===== src/rtl/textram_ctrl.sv =====
// Write-port controller for the 80x25 text RAM: merges buffered CPU stores with a
// full-screen fill engine on a single registered write port, preserving program order.
module textram_ctrl #(
  parameter int DEPTH = 4,
  parameter int WORDS = 500,
  parameter int AW    = 9
) (
  input  logic          clk,
  input  logic          reset,
  input  logic          cpu_we,
  input  logic [AW-1:0] cpu_addr,
  input  logic [31:0]   cpu_data,
  input  logic          fill_start,
  input  logic [31:0]   fill_data,
  output logic          cpu_stall,
  output logic          busy,
  output logic          fill_done,
  output logic          overflow,
  output logic          write_en,
  output logic [AW-1:0] write_address,
  output logic [31:0]   write_data
);

  localparam int PW = $clog2(DEPTH);
  localparam int CW = PW + 1;
  localparam logic [CW-1:0] FULL_CNT  = CW'(DEPTH);
  localparam logic [CW-1:0] ONE_CNT   = CW'(1);
  localparam logic [CW-1:0] ZERO_CNT  = {CW{1'b0}};
  localparam logic [AW-1:0] LAST_ADDR = AW'(WORDS - 1);
  localparam logic [AW-1:0] ZERO_ADDR = {AW{1'b0}};
  localparam logic [AW-1:0] ONE_ADDR  = AW'(1);

  typedef enum logic [1:0] {
    IDLE  = 2'd0,
    DRAIN = 2'd1,
    FILL  = 2'd2
  } state_t;

  state_t        state_r;
  logic [AW-1:0] addr_mem_r [DEPTH];
  logic [31:0]   data_mem_r [DEPTH];
  logic [PW-1:0] wr_ptr_r;
  logic [PW-1:0] rd_ptr_r;
  logic [CW-1:0] count_r;
  logic [CW-1:0] drain_left_r;
  logic [AW-1:0] fill_idx_r;
  logic [31:0]   pattern_r;
  logic          last_fill_r;
  logic          fill_done_r;
  logic          overflow_r;
  logic          write_en_r;
  logic [AW-1:0] write_address_r;
  logic [31:0]   write_data_r;

  logic          full_s;
  logic          push_s;
  logic          pop_s;
  logic [AW-1:0] head_addr_s;
  logic [31:0]   head_data_s;

  // FIFO handshake decode; a full FIFO rejects a store even when a pop frees a slot this cycle
  always_comb begin
    full_s      = (count_r == FULL_CNT);
    push_s      = cpu_we && !full_s;
    head_addr_s = addr_mem_r[rd_ptr_r];
    head_data_s = data_mem_r[rd_ptr_r];
    if ((state_r == IDLE || state_r == DRAIN) && (count_r != ZERO_CNT)) begin
      pop_s = 1'b1;
    end else begin
      pop_s = 1'b0;
    end
  end

  // FIFO storage, written at the tail
  always_ff @(posedge clk) begin
    if (push_s) begin
      addr_mem_r[wr_ptr_r] <= cpu_addr;
      data_mem_r[wr_ptr_r] <= cpu_data;
    end
  end

  // FIFO pointers and occupancy; pointers wrap naturally because DEPTH is a power of two
  always_ff @(posedge clk) begin
    if (reset) begin
      wr_ptr_r <= {PW{1'b0}};
      rd_ptr_r <= {PW{1'b0}};
      count_r  <= ZERO_CNT;
    end else begin
      if (push_s) begin
        wr_ptr_r <= wr_ptr_r + PW'(1);
      end
      if (pop_s) begin
        rd_ptr_r <= rd_ptr_r + PW'(1);
      end
      case ({push_s, pop_s})
        2'b10:   count_r <= count_r + ONE_CNT;
        2'b01:   count_r <= count_r - ONE_CNT;
        default: count_r <= count_r;
      endcase
    end
  end

  // Port arbitration FSM with registered write port and status flags
  always_ff @(posedge clk) begin
    if (reset) begin
      state_r         <= IDLE;
      drain_left_r    <= ZERO_CNT;
      fill_idx_r      <= ZERO_ADDR;
      pattern_r       <= 32'h0000_0000;
      last_fill_r     <= 1'b0;
      fill_done_r     <= 1'b0;
      overflow_r      <= 1'b0;
      write_en_r      <= 1'b0;
      write_address_r <= ZERO_ADDR;
      write_data_r    <= 32'h0000_0000;
    end else begin
      write_en_r  <= 1'b0;
      last_fill_r <= 1'b0;
      fill_done_r <= last_fill_r;
      if (cpu_we && full_s) begin
        overflow_r <= 1'b1;
      end
      case (state_r)
        IDLE: begin
          if (pop_s) begin
            write_en_r      <= 1'b1;
            write_address_r <= head_addr_s;
            write_data_r    <= head_data_s;
          end
          if (fill_start) begin
            pattern_r <= fill_data;
            if (count_r == ZERO_CNT) begin
              // Nothing queued: word 0 goes out right away so it lands the next cycle
              write_en_r      <= 1'b1;
              write_address_r <= ZERO_ADDR;
              write_data_r    <= fill_data;
              if (WORDS == 1) begin
                last_fill_r <= 1'b1;
                state_r     <= IDLE;
              end else begin
                fill_idx_r <= ONE_ADDR;
                state_r    <= FILL;
              end
            end else if (count_r == ONE_CNT) begin
              fill_idx_r <= ZERO_ADDR;
              state_r    <= FILL;
            end else begin
              // Only entries older than the request must drain; later stores wait for the fill
              drain_left_r <= count_r - ONE_CNT;
              state_r      <= DRAIN;
            end
          end else begin
            state_r <= IDLE;
          end
        end
        DRAIN: begin
          write_en_r      <= 1'b1;
          write_address_r <= head_addr_s;
          write_data_r    <= head_data_s;
          if (drain_left_r == ONE_CNT) begin
            fill_idx_r <= ZERO_ADDR;
            state_r    <= FILL;
          end else begin
            drain_left_r <= drain_left_r - ONE_CNT;
            state_r      <= DRAIN;
          end
        end
        FILL: begin
          write_en_r      <= 1'b1;
          write_address_r <= fill_idx_r;
          write_data_r    <= pattern_r;
          if (fill_idx_r == LAST_ADDR) begin
            last_fill_r <= 1'b1;
            state_r     <= IDLE;
          end else begin
            fill_idx_r <= fill_idx_r + ONE_ADDR;
            state_r    <= FILL;
          end
        end
        default: begin
          state_r <= IDLE;
        end
      endcase
    end
  end

  // Busy also covers the write still sitting in the output register
  assign cpu_stall     = full_s;
  assign busy          = (state_r != IDLE) || (count_r != ZERO_CNT) || write_en_r;
  assign fill_done     = fill_done_r;
  assign overflow      = overflow_r;
  assign write_en      = write_en_r;
  assign write_address = write_address_r;
  assign write_data    = write_data_r;

endmodule


===== config.mk =====
export PLATFORM = sky130hd
export DESIGN_NAME = textram_ctrl
export DESIGN_NICKNAME = d
export VERILOG_FILES = /design/src/rtl/textram_ctrl.sv
export SDC_FILE = /design/constraint.sdc
export NUM_CORES = 1
export LEC_CHECK = 0
export ABC_AREA = 1
export BUFFER_PORTS_ARGS = -buffer_cell sky130_fd_sc_hd__buf_4
export CAP_MARGIN = 40
export CORE_MARGIN = 1
export CORE_UTILIZATION = 35
export DETAILED_ROUTE_END_ITERATION = 8
export SYNTH_ARGS = -nofsm -noshare
export SYNTH_HDL_FRONTEND = slang
export SYNTH_SLANG_ARGS = --single-unit

===== constraint.sdc =====
create_clock -name clk -period 4.72 [get_ports clk]
set_input_delay 0.472 -clock clk [delete_from_list [all_inputs] [get_ports clk]]
set_output_delay 0.472 -clock clk [all_outputs]
set_load 0.02 [all_outputs]

[Word level (Yosys, flattened, before mapping)]
Memory sizes are Yosys's and may differ from the RTL's. A register that Yosys moved wholly into a read port is not among the register bits.
Index checks and enable logic that the tools add are counted.
Cells by class
  reductions and logical operators: 19
  multiplexer cells: 38
  equality and inequality tests: 15
  bitwise logic cells: 1
  add/sub/neg operators: 6
Operators with widths (count)
  $mux W32: 3
  $pmux W32 S3: 1
  $mux W9: 8
  $pmux W9 S3: 2
  $mux W2: 9
  $mux W3: 4
  $pmux W3 S2: 2
  $ne A2 B2 Y1 const B: 5
  $reduce_and A5 Y1: 2
  $add A9 B1 Y9 const B: 1
  $eq A9 B9 Y1 const B: 1
  $mux W1: 7
  $eq A3 B1 Y1 const B: 2
  $pmux W2 S3: 1
  $reduce_bool A2 Y1: 3
  $reduce_bool A3 Y1: 2
  $sub A3 B1 Y3 const B: 2
  $add A2 B1 Y2 const B: 2
  $eq A2 B1 Y1 const B: 2
  $eq A2 B2 Y1 const B: 2
  $reduce_or A2 Y1: 2
  $add A3 B1 Y3 const B: 1
  $eq A3 B3 Y1 const B: 1
  $logic_and A1 B1 Y1: 3
  other kinds (9): 11
Storage, ports and cells
  register bits after elaboration: 98
  output and inout bits: 46
  input bits: 77
  bits in writable memories: 164
  memories kept: 2
  logic and storage cells: 94
Memory list
  data_mem_r: words 4, width 32, read ports 1, clocked after memory_dff 1, write ports 1, line 41  | logic [31:0] data_mem_r [DEPTH];
  addr_mem_r: words 4, width 9, read ports 1, clocked after memory_dff 1, write ports 1, line 40  | logic [AW-1:0] addr_mem_r [DEPTH];

[Depth between registers and ports, before layout]
  word-level depth: 8
  gate-level depth with buffers: 13
  mapped depth without buffers: 11

[Least setup slack after synthesis]
OpenSTA, ideal clock, no wires.
  path kind: reg2reg
  start: register count_r[0]
  end: memory addr_mem_r[0][0], enable pin
  arrival: 2.682 ns
  required time: 4.280 ns
  period minus slack after synthesis: 3.121 ns
  slack: 1.599 ns
  library setup time: 0.440 ns
  buffers on the path: 0
  stages on the path, launching flop included: 6
  path through: dfxtp_1 inv_1 ha_1 nand2_1 nand2_1 nor2_1
Between the ends
  word-level cells in the longest chain between the ends: 5
RTL lines
  start: declaration: line 44  | logic [CW-1:0] count_r;
  start signal: assignment: line 96  | 2'b10: count_r <= count_r + ONE_CNT;
  start signal: assignment: line 97  | 2'b01: count_r <= count_r - ONE_CNT;
  start signal: assignment: line 98  | default: count_r <= count_r;
  $eq A3 B3 Y1: line 63  | full_s = (count_r == FULL_CNT);
  $logic_not A1 Y1: line 64  | push_s = cpu_we && !full_s;
  $logic_and A1 B1 Y1: line 64
  $mux W1: line 76  | if (push_s) begin
  $mux W1 (not written as such): line 77  | addr_mem_r[wr_ptr_r] <= cpu_addr;
  end: declaration: line 40
No other way between the ends.

[Worst setup path after layout]
  start: register count_r[0]
  end: memory data_mem_r[0][12], enable pin
Between the ends
  word-level cells in the longest chain between the ends: 5
RTL lines
  $eq A3 B3 Y1: line 63
  $logic_not A1 Y1: line 64
  $logic_and A1 B1 Y1: line 64
  $mux W1: line 76
  $mux W1 (not written as such): line 78  | data_mem_r[wr_ptr_r] <= cpu_data;
  end: declaration: line 41
No other way between the ends.

==> key figures <==
GRT
  – Met2 GRT Util: 30.49%
  – Vias in the first global route: 8771
  – Met3 Use GR: 2.569%
  – Total GRT Usage: 18.39%
  – Total global routing overflow: 0
  – Met1 usage: 25.50%
  – Initial antenna violation count: 0
  – Largest net degree at the start of global routing: 49
  – First-pass GRT wire length: 48780 um
  – Most used routing layer: met2

STA
  – Minimum clock period: 2.731 ns
  – F_max: 366.2 MHz
  – Final Max Slew Viols: 0
  – # setup viols final: 0
  – Worst Skew: 0.01155 ns
  – Final Cycle Share: 57.86%
  – RSZ-0062 raised after global routing: false
  – Slew @ Worst Pin: 0.8586 ns
  – Final hold vios: 0
  – Final hold slack: 0.1454 ns
  – Rel. slew slack: 42.68%
  – Setup TNS: 0 ns

Floorplanning
  – Core area: 0.03270 mm^2
  – Die Wd: 184.6 um
  – Core Rows: 66
  – Io pins: 123
  – Die area: 0.03407 mm^2
  – Die height: 184.6 um
  – Initial Util: 35.68%

Pwr
  – Seq pwr share: 35.5%
  – Comb power frac: 40.0%
  – Leakage: 0.005510 uW
  – Switch share: 39.18%
  – Internal power: 5345 uW
  – PwrDens: 628.8 mW/mm^2
  – Overall power: 8788 uW
  – NetSw: 3443 uW
  – Clock Power Share: 24.6%
  – Peak supply drop: 338.8 uV

Clock network
  – CTS resizes: 0
  – H-tree Lvls: 1
  – Clock Latency Late Sink: 0.53 ns
  – CTS Hold Buffers Added: 0
  – Post-CTS Repair Setup Buffers: 0
  – CTS sink cnt: 264
  – CTS tree: yes
  – CTS Buf Count: 28
  – Root Driver: clkbuf_16
  – Clock buffer depth: 3
  – Clock-pin slew on the worst setup and hold paths: 0.06 ns

Placed design
  – Dpl cell area: 0.01307 mm^2
  – Inst Count DP: 1784
  – HPWL after DPL: 20170 um
  – Routability Congestion: 0.8041
  – Port Buffer Count: 122

Final layout
  – Most common cell after layout, fill and taps aside: nand2_1
  – Most frequent cells in the layout: nand2_1, edfxtp_1, buf_4
  – # nets final: 1465
  – Layout Cells excl Fill: 1836
  – P&R area growth vs syn: 19.78%
  – Layout cells sized above 1: 15.72%
  – Finished Cell Area: 0.01397 mm^2

Synthesis
  – Area leader, netlist: edfxtp_1
  – Yosys reg bits: 264
  – Async SR Flop Fraction: 0%
  – Number of distinct library cells after synthesis: 34
  – Post-Syn Area: 0.01167 mm^2
  – Dominant synthesized flop cell: edfxtp_1
  – Post-Synth Simple-Gate Area: 20.15%
  – Post-synthesis cell count: 1272
  – Ys Warns: 0
  – Adder-cell share of the synthesized area: 1.716%
  – Post-synthesis xor/xnor area fraction: 0.3753%
  – Synth Area per Inst: 9.173 um^2
  – Mux contribution to synthesized area: 0%
  – Post-synth top area share: 42.21%
  – Seq/Total Area, Yosys: 59.37%
  – Synth top area cells: edfxtp_1, dfxtp_1, nand2_1
  – EDFF count, synth: 164
  – Syn Nets: 1365
  – Largest family of logic cells by synthesized area: simple AND/OR/NAND/NOR gates
  – Compound-gate portion of the synthesized area: 11.88%

Outcome
  – Status: complete, no violations

Critical path
  – CP peak stage delay: 0.69 ns
  – Setup CP Type: register to register
  – Peak fanout along the critical path: 21
  – Arr. time, crit path: 2.92 ns
  – CP max stage cell: nor2_4
  – Worst Path Required: 4.91 ns
  – Cell mode on critical path: nand2_1
  – Crit path capture type: register
  – Startpoint Class: register
  – CP cell instances: inv_1, ha_1, nand2_1, nand2_1, nor2_4, buf_4

Detailed routing
  – DRT antenna net count: 0
  – Starting DRT DRC Count: 698
  – Pre-Repair DR Iteration Count: 5
  – WL per Instance: 16.89 um
  – WL final: 31020 um
  – Residual DRC: 0
  – Via count: 9148
  – Vias/cell: 4.983

Flow run
  – # Max-Cap Violations: 0

Hold path
  – Hold Path Class: input pin to register
cell families (layout without fill, tap and decap cells):
logic type / after synthesis / in the layout
xor gates and xnor gates: 5 / 5
adders and majority gates: 16 / 16
buffers and inverters: 168 / 289
other: 0 / 1
AOI/OAI and AO/OA: 250 / 250
DFF: 264 / 264
and+or+nand+nor: 569 / 569
per-stage QoR:
stage | util (%) | worst slack [ns]
final | 42.73 | 1.989
after global placement | 39.27 | 1.986
after detailed placement | 39.98 | 1.991
after global routing | 42.73 | 1.757
after floorplan | - | 1.599
after CTS | 42.73 | 1.947
power groups by stage:
stage	combinational, uW	clock (uW)	sequential, uW
5_1_grt	3920	2300	3160
2_1_floorplan	2310	0	3230
4_1_cts	3540	2200	3120
3_5_place_dp	3520	0	3160
6_report	3510	2160	3120
3_3_place_gp	3300	0	3160
cell usage after synthesis, types with 2 or more instances:
master / number
o21ai_1: 20
nand2_1: 345
buf_4: 7
buf_6: 10
edfxtp_1: 164
inv_2: 18
nor2_2: 2
nand3_1: 116
o21ai_0: 111
nor2_1: 89
ha_1: 16
nand2_2: 6
dfxtp_1: 100
o211ai_1: 32
a21oi_1: 68
clkbuf_1: 30
xor2_1: 4
buf_2: 21
nand2_4: 3
o21bai_1: 15
inv_1: 79
nand4_1: 4
path summary, 6_finish.rpt:
kind | from | depth (start not counted) | to | slack, ns
worst min-delay path | cpu_addr[4] | 1 | addr_mem_r[2][4] | 0.15
worst min register to register | last_fill_r | 2 | fill_done | 0.41
worst max-delay path | count_r[0] | 6 | data_mem_r[0][12] | 1.99
worst max register to register | count_r[0] | 6 | data_mem_r[0][12] | 1.99
cell type report:
cell class	instances	area [um^2]
Clock inverter	13	140.1
Sequential cell	264	6932
Timing Repair Buffer	140	1206
Multi-Input combinational cell	840	4014
Clock buffer	38	759.5
Tap cell	442	553.0
Fill cell	3235	18730
Inverter	98	367.9
Antenna cell	1	2.502
metal layers:
| layer | up-vias | wire length, um |
|---|---|---|
| met3 | 38 | 1808 |
| met5 | - | 0 |
| li1 | 4482 | - |
| met4 | 0 | 391 |
| met2 | 256 | 14640 |
| met1 | 4372 | 14180 |
critical path, delay by kind of cell (launching register included):
kind | cells | cell delay, ns
adder cells (fa/ha/maj) | 1 | 0.26
flip-flops | 1 | 0.43
AND/OR/NAND/NOR | 3 | 1.12
buffers and inverters | 2 | 0.55
sequential cells by signal, summed over array words and instances, names as in the netlist, 2 cells and up, named ones only:
name	cells
addr_mem_r	36
write_data	32
fill_idx_r	9
state_r	2
write_address	9
drain_left_r	3
count_r	3
rd_ptr_r	2
pattern_r	32
data_mem_r	128
wr_ptr_r	2
Note: power is estimated with default switching activity, not from simulation.
